File: src/rtl/adder_acc_pkg.sv
// -----------------------------------------------------------------------------
// adder_acc_pkg
// Shared definitions for the adder-sum accumulator slice.
//   - acc_state_e  : accumulator control states (IDLE, ACCUM, HOLD), 2 bits
//   - SAMPLE_WIDTH : width of one {overflow, sum} sample
//   - DEF_*        : default parameter values for the accumulator
// -----------------------------------------------------------------------------
package adder_acc_pkg;

  localparam int SAMPLE_WIDTH    = 9;
  localparam int DEF_NUM_SAMPLES = 4;
  localparam int DEF_ACC_WIDTH   = 16;

  typedef enum logic [1:0] {
    IDLE  = 2'd0,
    ACCUM = 2'd1,
    HOLD  = 2'd2
  } acc_state_e;

endpackage : adder_acc_pkg

File: src/rtl/flex_counter.sv
// -----------------------------------------------------------------------------
// flex_counter
// Up-counter with synchronous clear and a programmable rollover value.
// Ports:
//   clk, n_rst     : clock, asynchronous active-low reset
//   clear          : synchronous clear to zero (wins over count_enable)
//   count_enable   : advance the count by one this cycle
//   rollover_val   : terminal count; the next increment after it wraps to 1
//   rollover_flag  : high in the cycle whose increment lands on rollover_val
// -----------------------------------------------------------------------------
module flex_counter #(
  parameter int WIDTH = 3
) (
  input  logic             clk,
  input  logic             n_rst,
  input  logic             clear,
  input  logic             count_enable,
  input  logic [WIDTH-1:0] rollover_val,
  output logic             rollover_flag
);

  localparam logic [WIDTH-1:0] ONE = WIDTH'(1);

  logic [WIDTH-1:0] count_q, count_d;

  always_comb begin
    count_d = count_q;
    if (clear) begin
      count_d = '0;
    end else if (count_enable) begin
      count_d = (count_q == rollover_val) ? ONE : count_q + ONE;
    end
  end

  // Flag is combinational so the owner can act on the same edge that
  // performs the terminal increment.
  assign rollover_flag = count_enable & ~clear & (count_q == rollover_val - ONE);

  always_ff @(posedge clk or negedge n_rst) begin
    if (!n_rst) begin
      count_q <= '0;
    end else begin
      count_q <= count_d;
    end
  end

endmodule : flex_counter

File: src/rtl/adder_sum_accumulator.sv
// -----------------------------------------------------------------------------
// adder_sum_accumulator
// Accumulates NUM_SAMPLES 9-bit {overflow, sum} samples from the adder stage
// into a saturating ACC_WIDTH-bit total, then holds it under valid/ack.
// Ports:
//   clk, n_rst      : clock, asynchronous active-low reset
//   sample_valid    : sum/overflow carry a valid adder result
//   sum, overflow   : adder result; overflow has weight 256
//   clear           : synchronous abort of the current window (top priority)
//   sample_ready    : a sample can be accepted this cycle (low while holding)
//   result          : accumulated total, stable while result_valid is high
//   result_valid    : total available
//   result_ack      : consumer takes the total
//   saturated       : current or held window clipped at all ones
//   busy            : a window is in progress (at least one sample taken)
// -----------------------------------------------------------------------------
module adder_sum_accumulator
  import adder_acc_pkg::*;
#(
  parameter int NUM_SAMPLES = DEF_NUM_SAMPLES,
  parameter int ACC_WIDTH   = DEF_ACC_WIDTH
) (
  input  logic                 clk,
  input  logic                 n_rst,
  input  logic                 sample_valid,
  input  logic [7:0]           sum,
  input  logic                 overflow,
  input  logic                 clear,
  output logic                 sample_ready,
  output logic [ACC_WIDTH-1:0] result,
  output logic                 result_valid,
  input  logic                 result_ack,
  output logic                 saturated,
  output logic                 busy
);

  localparam int CNT_WIDTH = $clog2(NUM_SAMPLES + 1);
  localparam logic [CNT_WIDTH-1:0] ROLLOVER = CNT_WIDTH'(NUM_SAMPLES);

  acc_state_e           state_q, state_d;
  logic [ACC_WIDTH-1:0] acc_q, acc_d;
  logic [ACC_WIDTH-1:0] result_q, result_d;
  logic                 result_valid_q, result_valid_d;
  logic                 sat_q, sat_d;

  logic                 accept;
  logic                 hold_release;
  logic                 window_done;
  logic [ACC_WIDTH-1:0] sample_ext;
  logic [ACC_WIDTH:0]   sum_wide;
  logic                 clip;
  logic [ACC_WIDTH-1:0] add_sat;

  assign sample_ready = (state_q != HOLD);
  // A sample arriving together with clear is dropped, so it never counts.
  assign accept       = sample_valid & sample_ready & ~clear;
  assign hold_release = (state_q == HOLD) & result_ack;

  // Saturating add: one extra bit catches the carry out of the accumulator.
  assign sample_ext = ACC_WIDTH'({overflow, sum});
  assign sum_wide   = {1'b0, acc_q} + {1'b0, sample_ext};
  assign clip       = sum_wide[ACC_WIDTH];
  assign add_sat    = clip ? '1 : sum_wide[ACC_WIDTH-1:0];

  flex_counter #(
    .WIDTH (CNT_WIDTH)
  ) u_sample_counter (
    .clk           (clk),
    .n_rst         (n_rst),
    .clear         (clear | hold_release),
    .count_enable  (accept),
    .rollover_val  (ROLLOVER),
    .rollover_flag (window_done)
  );

  // NOTE: every next-state variable gets its hold value first, so no path
  // through this block can leave one unassigned and infer a latch.
  always_comb begin
    state_d        = state_q;
    acc_d          = acc_q;
    result_d       = result_q;
    result_valid_d = result_valid_q;
    sat_d          = sat_q;

    if (clear) begin
      state_d        = IDLE;
      acc_d          = '0;
      result_valid_d = 1'b0;
      sat_d          = 1'b0;
    end else begin
      unique case (state_q)
        // IDLE keeps acc at zero, so the shared add path loads the first
        // sample unchanged.
        IDLE, ACCUM: begin
          if (accept) begin
            acc_d = add_sat;
            sat_d = sat_q | clip;
            if (window_done) begin
              result_d       = add_sat;
              result_valid_d = 1'b1;
              state_d        = HOLD;
            end else begin
              state_d = ACCUM;
            end
          end
        end
        HOLD: begin
          if (result_ack) begin
            state_d        = IDLE;
            acc_d          = '0;
            result_valid_d = 1'b0;
            sat_d          = 1'b0;
          end
        end
        default: state_d = IDLE;
      endcase
    end
  end

  // NOTE: state registers use non-blocking assignments so every flop samples
  // the pre-edge values regardless of block evaluation order.
  always_ff @(posedge clk or negedge n_rst) begin
    if (!n_rst) begin
      state_q        <= IDLE;
      acc_q          <= '0;
      result_q       <= '0;
      result_valid_q <= 1'b0;
      sat_q          <= 1'b0;
    end else begin
      state_q        <= state_d;
      acc_q          <= acc_d;
      result_q       <= result_d;
      result_valid_q <= result_valid_d;
      sat_q          <= sat_d;
    end
  end

  assign result       = result_q;
  assign result_valid = result_valid_q;
  assign saturated    = sat_q;
  assign busy         = (state_q == ACCUM);

endmodule : adder_sum_accumulator

File: config.mk
export PLATFORM = sky130hd
export DESIGN_NAME = adder_sum_accumulator
export DESIGN_NICKNAME = d
export VERILOG_FILES = /design/src/rtl/adder_acc_pkg.sv /design/src/rtl/flex_counter.sv /design/src/rtl/adder_sum_accumulator.sv
export SDC_FILE = /design/constraint.sdc
export NUM_CORES = 1
export LEC_CHECK = 0
export CELL_PAD_IN_SITES_DETAIL_PLACEMENT = 1
export CELL_PAD_IN_SITES_GLOBAL_PLACEMENT = 1
export CORE_MARGIN = 10
export CORE_UTILIZATION = 41
export DETAILED_ROUTE_END_ITERATION = 8
export GPL_TIMING_DRIVEN = 0
export PLACE_DENSITY_LB_ADDON = 0.1
export REMOVE_ABC_BUFFERS = 1
export SYNTH_ARGS = -nofsm -noshare
export SYNTH_HDL_FRONTEND = slang
export SYNTH_HIERARCHICAL = 1
export SYNTH_SLANG_ARGS = --single-unit
File: constraint.sdc
create_clock -name clk -period 3.1 [get_ports clk]
set_input_delay 0.775 -clock clk [delete_from_list [all_inputs] [get_ports clk]]
set_output_delay 0.775 -clock clk [all_outputs]
set_load 0.02 [all_outputs]
* Word level (Yosys, flattened, before mapping)
Cells that the tools add are included.
Word-level totals: logic and storage cells 54, latch bits 0, memory bits (read-only) 0, memories kept 0, output and inout port bits 20, input bits 14, RAM bits 0, flip-flop bits (word level) 39
Cells by class: shifts and indexed selects 0, div/mod/pow operators 0, muxes and demuxes 21, $lt $le $gt $ge 0, equality and inequality tests 8, $mul 0, reduce and logical (&&, ||, !) cells 8, $add $sub $neg 2, bitwise gates (word level) 9
Operators by type and width (number):
- 16-bit 2-to-1 mux | 4
- 16-bit case mux with 2 select lines | 1
- 16-bit by 9-bit adder with 17-bit output | 1
- 3-bit 2-to-1 mux | 3
- 2-bit 2-to-1 mux | 4
- 4-bit AND reduction | 2
- 1-bit 2-to-1 mux | 6
- 3-bit by 2-bit inequality test with 1-bit output (second input constant) | 2
- 1-bit bitwise AND | 5
- 1-bit case mux with 2 select lines | 2
- 2-bit case mux with 2 select lines | 1
- 3-bit by 1-bit adder with 3-bit output (second input constant) | 1
- 3-bit by 2-bit == test with 1-bit output (second input constant) | 1
- 3-bit == test (second input constant) | 1
- 3-bit inequality test (second input constant) | 1
- 3-bit AND reduction | 1
- 3-bit nonzero test | 1
- 2-bit by 1-bit == test with 1-bit output (second input constant) | 1
- 2-bit == test (second input constant) | 1
- 2-bit zero test | 1
- 2-bit inequality test (second input constant) | 1
- 1-bit inverter | 2
- 1-bit OR | 2
- 2-bit AND reduction | 1
- other kinds (2) | 2

* Longest topological paths before layout
depth in word-level cells 10, depth in mapped cells 9, depth with buffers taken out 8

* Hierarchy
The synthesis kept the hierarchy.
By module, submodules not included:
- adder_sum_accumulator | sequential area each 900.9 µm², cells an instance 223, area each 2021.9 µm², instances 1
- flex_counter | sequential area each 75.1 µm², cells an instance 25, area each 247.7 µm², instances 1

* Worst setup path before layout
OpenSTA, ideal clock, no wires.
kind input port to flip-flop, start input port sum[0], end register acc_q[15], buffers on the path 1, data required time 2971 ps, setup slack 387 ps, stages on the path 9, setup time 129 ps, arrival 2584 ps, cells stage by stage ha_1 fa_1 a21o_1 a221oi_4 o22ai_2 nor2b_4 buf_2 o21ai_0 o21ai_0
On the way: cells in the longest elaborated chain, start to end 5
Ends and longest elaborated chain:
- start, declared | line adder_sum_accumulator.sv:26 | input logic [7:0] sum,
- 16-bit by 9-bit adder with 17-bit output | line adder_sum_accumulator.sv:61 | assign sum_wide = {1'b0, acc_q} + {1'b0, sample_ext};
- 16-bit 2-to-1 mux | line adder_sum_accumulator.sv:63 | assign add_sat = clip ? '1 : sum_wide[ACC_WIDTH-1:0];
- 16-bit 2-to-1 mux | line adder_sum_accumulator.sv:95 | if (accept) begin
- 16-bit case mux with 2 select lines | line adder_sum_accumulator.sv:91 | unique case (state_q)
- 16-bit 2-to-1 mux | line adder_sum_accumulator.sv:85 | if (clear) begin
- end signal, assigned | line adder_sum_accumulator.sv:125 | acc_q <= '0;
- end signal, assigned | line adder_sum_accumulator.sv:131 | acc_q <= acc_d;
- end, declared | line adder_sum_accumulator.sv:41 | logic [ACC_WIDTH-1:0] acc_q, acc_d;
Every way passes these cells. The select of a mux whose other input is x is not followed. A chain may end at the register's enable or synchronous reset.

* Worst setup path after layout
start input port sum[0], end register acc_q[10]
Same word-level chain as after synthesis.

==> reports/summary.txt <==
Run status: complete, no violations
Dominant cell type by area after synthesis: dfrtp_1
Die W: 94.4 um
Nets: 311
Placer Congestion: 0.762
CP Class: input pin to register
Critical Path RT: 3.29 ns
Hold crit path type: input pin to async pin
EDFF count, synth: 0
Final Max Slew Viols: 0
FF-to-FF path depth: 9
Post-route clock period utilization: 0.957
Avg Cell Area, Syn: 9.15 um^2
R2r startpoint: acc_q[0]
DP HPWL: 4.36 mm
Clock net sink count: 39
Remaining antenna violation count after routing: 0
Total vias in the final route: 1,938
Fin Hold WS: 0.392 ns
Initial core utilization: 0.417
First-pass GRT wire length: 10.1 mm
Leak: 1.21 nW
PD cells: 493 nW/um^2
Number of DRC markers in iteration 0: 79
Grt ovf: 0
CP Capture Type: register
Synthesized flop and latch total: 39
Core Box Area: 5440 um^2
DRC: 0
Area of the multi-input gates: 1260 um^2
RSZ-0062 raised after global routing: no
Relative slew slack: 0.402
Ys async rst share: 1.00
Clk_skew: 0.00545 ns
First-pass detailed-route iteration total: 4
Clock transition at path regs: 0.08 ns
WL final: 5.90 mm
Reg2Reg Setup Slack: 0.67 ns
Ys Warns: 6
Register Area: 976 um^2
Pin count of the biggest net entering global routing: 26
Top_reg_cell synth: dfrtp_1
Critical path peak fanout: 4
Max Fclk: 0.337 GHz
Crit path time final: 2.97 ns
Least-Margin Pin Slew: 0.894 ns
Setup TNS: 0 ns
Worst setup path endpoint: acc_q[10]
Vias in the first global route: 2,028
All-Layer GR Usage: 0.142
Die area: 8910 um^2
Clock Path Buffers: 2
Capturing point of the worst reg2reg path: acc_q[10]
CP startpoint: sum[0]
Max-capacitance violation count: 0
Register area share after synthesis: 0.430
Netlist cell types: 50
Die height: 94.4 um
Hold Fails Final Rpt: 0
Post-Synthesis Cells: 248
Area growth from synthesis to layout: 24.5%
CTS tree: built
Initial antenna violation count: 0
Final setup viols: 0
Post-Syn Area: 2270 um^2
Vias per cell: 5.41
ANT cells: 0
Core Rows: 27
Cts bufs inserted: 5
Synth area leaders: dfrtp_1 43%, o21ai_0 6.2%, ha_1 6.1%, nand2_1 4.5%, nor2_1 4.1%
Post-synth top area share: 0.430
Hold-fix buffers at CTS: 0
Share of layout cells above drive strength 1: 0.0839
I/O pins: 34
Maximum vdd drop: 0.291 mV
FILL cells: 639
Root Driver: clkbuf_8
Crit path launch type: input pin
Most frequent cell after synthesis: dfrtp_1
DR WL/cell: 16.5 um
Clk_lat worst skew: 0.29 ns
IO buf count: 33
WP data arrival: 3.15 ns
Synth cell count leaders: 39 x dfrtp_1, 28 x o21ai_0, 27 x nand2_1
Htree depth: 2
## state kept, by name, indices dropped and copies added (netlist names)
name and flops:
acc_q 16, result 16, u_sample_counter/count_q 3, state_q 2, result_valid 1, saturated 1
## routing by layer
metal  up-vias  routed length, um  track usage
li1        939                  -            -
met1       962               2580        0.167
met2        33               2990        0.240
met3         4                282       0.0468
met4         0                 53       0.0468
met5         -                  0            0
## logic make-up after synthesis
group / synth area share
AND/OR/NAND/NOR: 0.175
AO/OA/AOI/OAI: 0.228
flip-flops: 0.430
buffers and inverters: 0.0325
XOR/XNOR: 0.0612
adder cells (fa/ha/maj): 0.0695
other: 0.00331
## cells in the final DEF (no fill, tap or decap), types with 4 or more instances in the layout
master           synthesis  final
conb_1                   2      5
nor2_1                  25     24
nand3_1                  4      4
o21ai_0                 28     28
xnor2_1                  8      8
inv_1                   10     10
nand2b_1                 5      5
nand2_1                 27     26
nor2b_1                  4      4
a31oi_1                  4      4
xor2_1                   6      6
dfrtp_1                 39     39
a21o_1                   6      6
a21oi_1                 18     18
clkbuf_8                 0      7
clkdlybuf4s50_1          0     32
ha_1                    11     11
and3_1                   4      4
## per-stage QoR
step                area, um^2  instances  power (mW)   util  setup slack, ns
floorplan                 2240        242       0.849      -            0.397
global placement          2670        347       0.995  0.490           -0.526
detailed placement        2680        348        1.01  0.493           -0.605
CTS                       2800        357        1.40  0.514           0.0589
global route              2830        358        1.48  0.520           0.0184
finish                    2830        358        1.39  0.520            0.133
## area by class of cell
class / count / share of cell area
Inverter: 10 / 0.0133
Tap cell: 72 / 0.0319
Sequential cell: 39 / 0.345
Clock buffer: 8 / 0.0354
Timing Repair Buffer: 36 / 0.127
Multi-Input combinational cell: 193 / 0.447
## worst min-delay path by stage
stage	start	slack [ns]	endpoint	cells after the start
6_report	n_rst	0.39	acc_q[6]	1
5_1_grt	n_rst	0.39	acc_q[6]	1
4_1_cts	n_rst	0.40	acc_q[6]	1
3_5_place_dp	result[8]	0.47	result[8]	2
3_3_place_gp	result[4]	0.46	result[4]	2
2_1_floorplan	acc_q[0]	0.45	acc_q[0]	2
## what timing repair did
| action | 4_1_cts | 5_1_grt |
|---|---|---|
| setup endpoints to repair | 15 | 9 |
| resized for setup | 2 | 5 |
| pin swaps | 1 | 2 |
| cloned | 0 | 0 |
| endpoints found under the hold margin | 0 | 0 |
| setup buffers | 1 | 1 |
## power by group
| part | leakage [nW] | internal, mW | switching (mW) |
|---|---|---|---|
| Sequential | 0.529 | 0.561 | 0.0341 |
| Combinational | 0.634 | 0.185 | 0.227 |
| Clock | 0.0515 | 0.203 | 0.183 |
## worst max-delay path, cell delays in order
cell,delay (ns)
clkdlybuf4s50_1,0.42
ha_1,0.23
fa_2,0.36
a21o_1,0.23
a221oi_4,0.32
buf_4,0.20
o22ai_1,0.08
xnor2_1,0.25
a21oi_1,0.10
a21o_1,0.18
Power figures use the tool's default switching activity.
